`src/rtl/spi_pkg.sv`:
```
// Shared state encoding and parameter-derived sizing helpers for the SPI shift engine.
package spi_pkg;

  typedef enum logic [2:0] {
    ST_IDLE,
    ST_SETUP,
    ST_SHIFT,
    ST_HOLD,
    ST_DONE
  } spi_state_t;

  // SCLK period in system clocks.
  function automatic int unsigned clk_period(input int unsigned ndivbits);
    return 32'd1 << ndivbits;
  endfunction

  // SCLK half-period in system clocks.
  function automatic int unsigned clk_half(input int unsigned ndivbits);
    return 32'd1 << (ndivbits - 1);
  endfunction

  function automatic int unsigned bitcnt_width(input int unsigned nbits);
    return $clog2(nbits + 1);
  endfunction

endpackage

```
`src/rtl/spi_clk_div.sv`:
```
// Power-of-two SCLK divider: free-running counter with half- and full-period strobes.
module spi_clk_div
  import spi_pkg::*;
#(
  parameter int unsigned NCLKDIVBITS = 5
) (
  input  logic wb_clk_i,
  input  logic wb_rst_i,
  input  logic restart,
  output logic half_tick,
  output logic period_tick
);

  localparam int unsigned H = clk_half(NCLKDIVBITS);

  logic [NCLKDIVBITS-1:0] cnt;

  always_ff @(posedge wb_clk_i or posedge wb_rst_i) begin
    if (wb_rst_i) begin
      cnt <= '0;
    end else if (restart) begin
      cnt <= '0;
    end else begin
      cnt <= cnt + NCLKDIVBITS'(1);
    end
  end

  assign half_tick   = (cnt == NCLKDIVBITS'(H - 1));
  assign period_tick = (cnt == '1);

endmodule

```
`src/rtl/spi_shift_engine.sv`:
```
// SPI frame engine: turns a trigger pulse and parallel word into one MSB-first frame,
// captures MISO into dout and holds dvld until acknowledged.
module spi_shift_engine
  import spi_pkg::*;
#(
  parameter int unsigned NBITS        = 24,
  parameter int unsigned NCLKDIVBITS  = 5,
  parameter logic        INVERT_CLOCK = 1'b0,
  parameter int unsigned NCSBITS      = 3
) (
  input  logic               wb_clk_i,
  input  logic               wb_rst_i,
  input  logic [NCSBITS-1:0] cs_in,
  input  logic [NCSBITS-1:0] cs_in_idle,
  input  logic [NBITS-1:0]   din,
  input  logic               trigger,
  input  logic               ack,
  output logic [NBITS-1:0]   dout,
  output logic               dvld,
  output logic               busy,
  output logic [NCSBITS-1:0] cs,
  output logic               sclk,
  output logic               mosi,
  input  logic               miso
);

  localparam int unsigned       BCW      = bitcnt_width(NBITS);
  localparam logic [BCW-1:0]    LAST_BIT = BCW'(NBITS - 1);

  spi_state_t       state;
  logic [NBITS-1:0] tx_sr;
  logic [NBITS-1:0] tx_next;
  logic [NBITS-1:0] rx_sr;
  logic [BCW-1:0]   bit_cnt;
  logic             sclk_int;
  logic             half_tick;
  logic             period_tick;
  logic             div_restart;

  // Divider is held at zero while waiting, so every busy state starts at count 0;
  // all other transitions land exactly on the natural wrap.
  assign div_restart = (state == ST_IDLE) || (state == ST_DONE);
  assign tx_next     = tx_sr << 1;
  assign sclk        = sclk_int ^ INVERT_CLOCK;

  spi_clk_div #(
    .NCLKDIVBITS(NCLKDIVBITS)
  ) u_clk_div (
    .wb_clk_i   (wb_clk_i),
    .wb_rst_i   (wb_rst_i),
    .restart    (div_restart),
    .half_tick  (half_tick),
    .period_tick(period_tick)
  );

  always_ff @(posedge wb_clk_i or posedge wb_rst_i) begin
    if (wb_rst_i) begin
      state    <= ST_IDLE;
      tx_sr    <= '0;
      rx_sr    <= '0;
      bit_cnt  <= '0;
      sclk_int <= 1'b0;
      cs       <= '1;
      mosi     <= 1'b0;
      dout     <= '0;
      dvld     <= 1'b0;
      busy     <= 1'b0;
    end else begin
      case (state)
        ST_IDLE, ST_DONE: begin
          if (trigger) begin
            state    <= ST_SETUP;
            tx_sr    <= din;
            rx_sr    <= '0;
            bit_cnt  <= '0;
            sclk_int <= 1'b0;
            cs       <= cs_in;
            mosi     <= din[NBITS-1];
            busy     <= 1'b1;
            dvld     <= 1'b0;
          end else begin
            cs <= cs_in_idle;
            if (ack && (state == ST_DONE)) begin
              dvld  <= 1'b0;
              state <= ST_IDLE;
            end
          end
        end

        ST_SETUP: begin
          if (period_tick) begin
            state <= ST_SHIFT;
          end
        end

        ST_SHIFT: begin
          if (half_tick) begin
            sclk_int <= 1'b1;
            rx_sr    <= (rx_sr << 1) | NBITS'(miso);
          end
          if (period_tick) begin
            sclk_int <= 1'b0;
            if (bit_cnt == LAST_BIT) begin
              state <= ST_HOLD;
            end else begin
              bit_cnt <= bit_cnt + BCW'(1);
              tx_sr   <= tx_next;
              mosi    <= tx_next[NBITS-1];
            end
          end
        end

        ST_HOLD: begin
          if (period_tick) begin
            state <= ST_DONE;
            dout  <= rx_sr;
            dvld  <= 1'b1;
            busy  <= 1'b0;
            cs    <= cs_in_idle;
          end
        end

        default: begin
          state <= ST_IDLE;
        end
      endcase
    end
  end

endmodule

```
`config.mk`:
```
export PLATFORM = sky130hd
export DESIGN_NAME = spi_shift_engine
export DESIGN_NICKNAME = d
export VERILOG_FILES = /design/src/rtl/spi_pkg.sv /design/src/rtl/spi_clk_div.sv /design/src/rtl/spi_shift_engine.sv
export SDC_FILE = /design/constraint.sdc
export NUM_CORES = 1
export LEC_CHECK = 0
export ABC_AREA = 1
export CAP_MARGIN = 20
export CORE_MARGIN = 8
export CORE_UTILIZATION = 50
export CTS_CLUSTER_DIAMETER = 150
export DETAILED_ROUTE_END_ITERATION = 16
export PLACE_DENSITY = 0.78
export SLEW_MARGIN = 20
export SYNTH_ARGS = -nofsm -noshare
export SYNTH_HDL_FRONTEND = slang
export SYNTH_SLANG_ARGS = --single-unit
export TNS_END_PERCENT = 30
```
`constraint.sdc`:
```
create_clock -name wb_clk_i -period 6.35 [get_ports wb_clk_i]
set_input_delay 1.27 -clock wb_clk_i [delete_from_list [all_inputs] [get_ports wb_clk_i]]
set_output_delay 1.27 -clock wb_clk_i [all_outputs]
set_load 0.02 [all_outputs]
```
==> impl_summary.txt <==
----------------------------------------------------
[Run status]
  Result of the run ... complete, no violations

[Timing]
  Count of final setup violators ... 0
  Worst clock skew ... around 11 ps
  Hold violation count in the final report ... 0
  Slew Limit Fails ... 0
  Maximum achievable frequency ... between 0.3 and 0.4 GHz
  Final TNS setup ... 0 ps
  Final critical delay including setup and external delays ... 3332 ps
  Slew of the pin with the lowest slew margin ... approximately 1000 ps
  Final Worst Setup Slack ... 3018 ps
  Crit share post-route ... a little over half
  Relative max-transition margin ... 33.58%
  RSZ-0062 raised after global routing ... no

[Setup path]
  Kind of start point of the critical path ... flip-flop
  Slack of the worst reg-to-reg path ... between 3000 and 4000 ps
  FF-to-FF path depth ... 8
  Worst path required time ... 6590 ps
  Kind of end point of the critical path ... flip-flop
  Category of the most critical setup path ... reg -> reg
  Crit path DAT ... 3570 ps
  CP Max Fanout ... 30
  Worst flop-to-flop path startpoint ... state[2]
  RR Endpoint ... bit_cnt[2]

[Finish]
  Antenna cells ... 0
  Nets ... 571
  Fill cell instance count of the final layout ... 645
  Layout area overhead ... 22.54%
  Fraction of layout cells with a size suffix above 1 ... under 10%

[Clock network]
  Post CTS Setup Buffer Count ... 0
  Clock tree root buffer cell ... sky130_fd_sc_hd__clkbuf_8
  Resize count post-CTS ... 0
  Hold-fix buffers at CTS ... 0
  Clock-pin slew of the registers on the worst-case setup and hold paths ... 90 ps
  Sinks on the clock net ... 91
  Number of H-tree levels ... 3
  Number of buffers added by the clock tree synthesis step ... 9
  TritonCTS clock tree ... built
  Source-to-sink clock delay at the later pin of the worst-skew pair ... 360 ps
  Longest Clk Path Bufs ... 2

[Power]
  Ratio of total power to cell area ... 362.0 nW/um2
  Static Leakage ... 2.398 nW
  IR drop worst, VDD ... ~0.17 mV

[Detailed routing]
  Final ANT Viol Nets ... 0
  Remaining routing DRC violations ... 0
  Post-detailed-route via-to-cell ratio ... 5.078
  First-pass DRT Iterations ... 4
  WL/cell ... 13.15 um
  Iteration-0 DRC Markers ... 189
  Routed WL ... 8389 um
  Total number of vias ... 3240

[Synth]
  Most frequent cells after synthesis ... 200 x sky130_fd_sc_hd__nand2_1, 88 x sky130_fd_sc_hd__dfrtp_1, 40 x sky130_fd_sc_hd__inv_1, 37 x sky130_fd_sc_hd__nand3_1, 28 x sky130_fd_sc_hd__o21ai_0
  Post-synth top flop ... sky130_fd_sc_hd__dfrtp_1
  Sequential cell area fraction in the yosys report ... 57.64%
  Post-synth ARST share ... 100.0%
  Warnings, synthesis ... 0
  Dominant cell by count in the synthesized netlist ... sky130_fd_sc_hd__nand2_1
  Number of flops mapped to enable cells by yosys ... 0
  Post-Synthesis Cell Area ... 3958 um2
  Library cells used by synthesis ... 21
  Seq cells post-synth ... 91
  Nets in the synthesized netlist ... 516
  Library cell occupying the most area in the post-synthesis netlist ... sky130_fd_sc_hd__dfrtp_1
  Mapped Avg Cell Area ... 8.297 um2
  Gate count after technology mapping ... approximately 480
  Yosys top cell area share ... 55.64%
  Cell types with the largest area share after synthesis ... sky130_fd_sc_hd__dfrtp_1 56%, sky130_fd_sc_hd__nand2_1 19%, sky130_fd_sc_hd__nand3_1 4.7%

[Place]
  Placed wire-length estimate ... 5590 um
  Number of buffers added on ports ... 65
  Pre-CTS setup slack ... 2285 ps
  Final weighted congestion in routability-driven placement ... around 0.8

[Die]
  Row count ... 32
  Die outline width ... 105.0 um
  Core Region ... 7687 um2
  Die Footprint ... 11020 um2
  Vertical extent of the die ... around 100 um
  Initial core utilization ... roughly half
  Ports ... 66

[GRT]
  Initial antenna violation count ... 0
  Global-route wire length before repair ... 15120 um
  Pin count of the biggest net entering global routing ... 92
  Residual overflow from global routing ... 0
  Global Route Usage Sum ... 16.22%
  Vias in the first global route ... approximately 3200

[Hold path]
  Start point of the worst hold path ... u_clk_div.cnt[0]
  Worst hold path cell count ... 1
  Worst min path class ... reg -> reg
  End point of the worst hold path ... u_clk_div.cnt[0]

[Job]
  Max cap viols ... 0

----------------------------------------------------
==> per-stage QoR <==
step / hold WS (ps) / cell area [um2] / total power, mW / utilization, % / std cells
5_1_grt: 496.0 / 4850 / 1.901 / 63.09 / 638
4_1_cts: 477.9 / 4836 / 1.763 / 62.91 / 638
2_1_floorplan: 432.9 / 3958 / 1.243 / - / 477
3_5_place_dp: 458.7 / 4638 / 1.369 / 60.34 / 623
3_3_place_gp: 447.5 / 4638 / 1.345 / 60.34 / 623
6_report: 467.1 / 4850 / 1.756 / 63.09 / 638
==> report_power, final <==
part	leakage [nW]	total (mW)	switching, mW	internal, mW
combinational	1.09	0.601	0.409	0.192
clock	0.0938	0.395	0.210	0.185
sequential	1.21	0.760	0.0671	0.693
==> layer usage <==
| metal | wire, um | GRT usage, % | vias up |
|---|---|---|---|
| met5 | 0 | 0 | - |
| met4 | 130 | 5.708 | 0 |
| met3 | 411 | 3.256 | 11 |
| met2 | 4102 | 26.97 | 79 |
| met1 | 3745 | 20.57 | 1535 |
| li1 | - | - | 1615 |
==> cell usage in the layout (no fill, tap or decap), drive strengths merged, types with 2 or more instances in the layout <==
cell type / count
nand2: 202
nand4: 2
a21oi: 4
clkinv: 2
ha: 4
clkdlybuf4s50: 65
dfstp: 3
buf: 2
nand3: 37
o21ai: 28
nor2: 20
o22ai: 23
inv: 43
clkinvlp: 2
dfrtp: 88
clkbuf: 9
==> sequential cells by signal (all words and copies together), names as in the netlist, 3 cells and up <==
name and flops:
dout 24, rx_sr 24, tx_sr 23, bit_cnt 5, u_clk_div.cnt 5, cs 3, state 3
==> cell families after synthesis <==
| family | count (synthesis) | synth area share [%] |
|---|---|---|
| AOI/OAI and AO/OA | 55 | 7.683 |
| DFF | 91 | 57.64 |
| and+or+nand+nor | 262 | 26.56 |
| adders and majority gates | 4 | 1.265 |
| buffers and inverters | 65 | 6.860 |
==> worst max path at each step <==
stage | startpoint | end | slack (ps)
floorplan | wb_rst_i | bit_cnt[0] | 2720
global placement | trigger | tx_sr[15] | 2280
detailed placement | trigger | tx_sr[12] | 2290
CTS | trigger | tx_sr[12] | 2650
global route | state[2] | tx_sr[0] | 2680
finish | state[2] | bit_cnt[2] | 3020
==> cell type report <==
class,count,area [um2],share of cell area (%)
clock inverters,6,73.82,1.522
flip-flops and latches,91,2281,47.03
repair buffers,67,669.4,13.80
inverters,42,158.9,3.277
clock buffers,9,123.9,2.554
well taps,102,127.6,2.632
multi-input cells,321,1415,29.18
==> worst max-delay path: stages, from the launching register on <==
cell                      delay [ps]
sky130_fd_sc_hd__dfrtp_1         470
sky130_fd_sc_hd__inv_2           100
sky130_fd_sc_hd__nand2_1          80
sky130_fd_sc_hd__nor2_4          510
sky130_fd_sc_hd__nand2_2         160
sky130_fd_sc_hd__nand2_1         770
sky130_fd_sc_hd__nand2_1         820
sky130_fd_sc_hd__nand2_1         220
sky130_fd_sc_hd__nand2_1          80
Power figures use the tool's default switching activity.
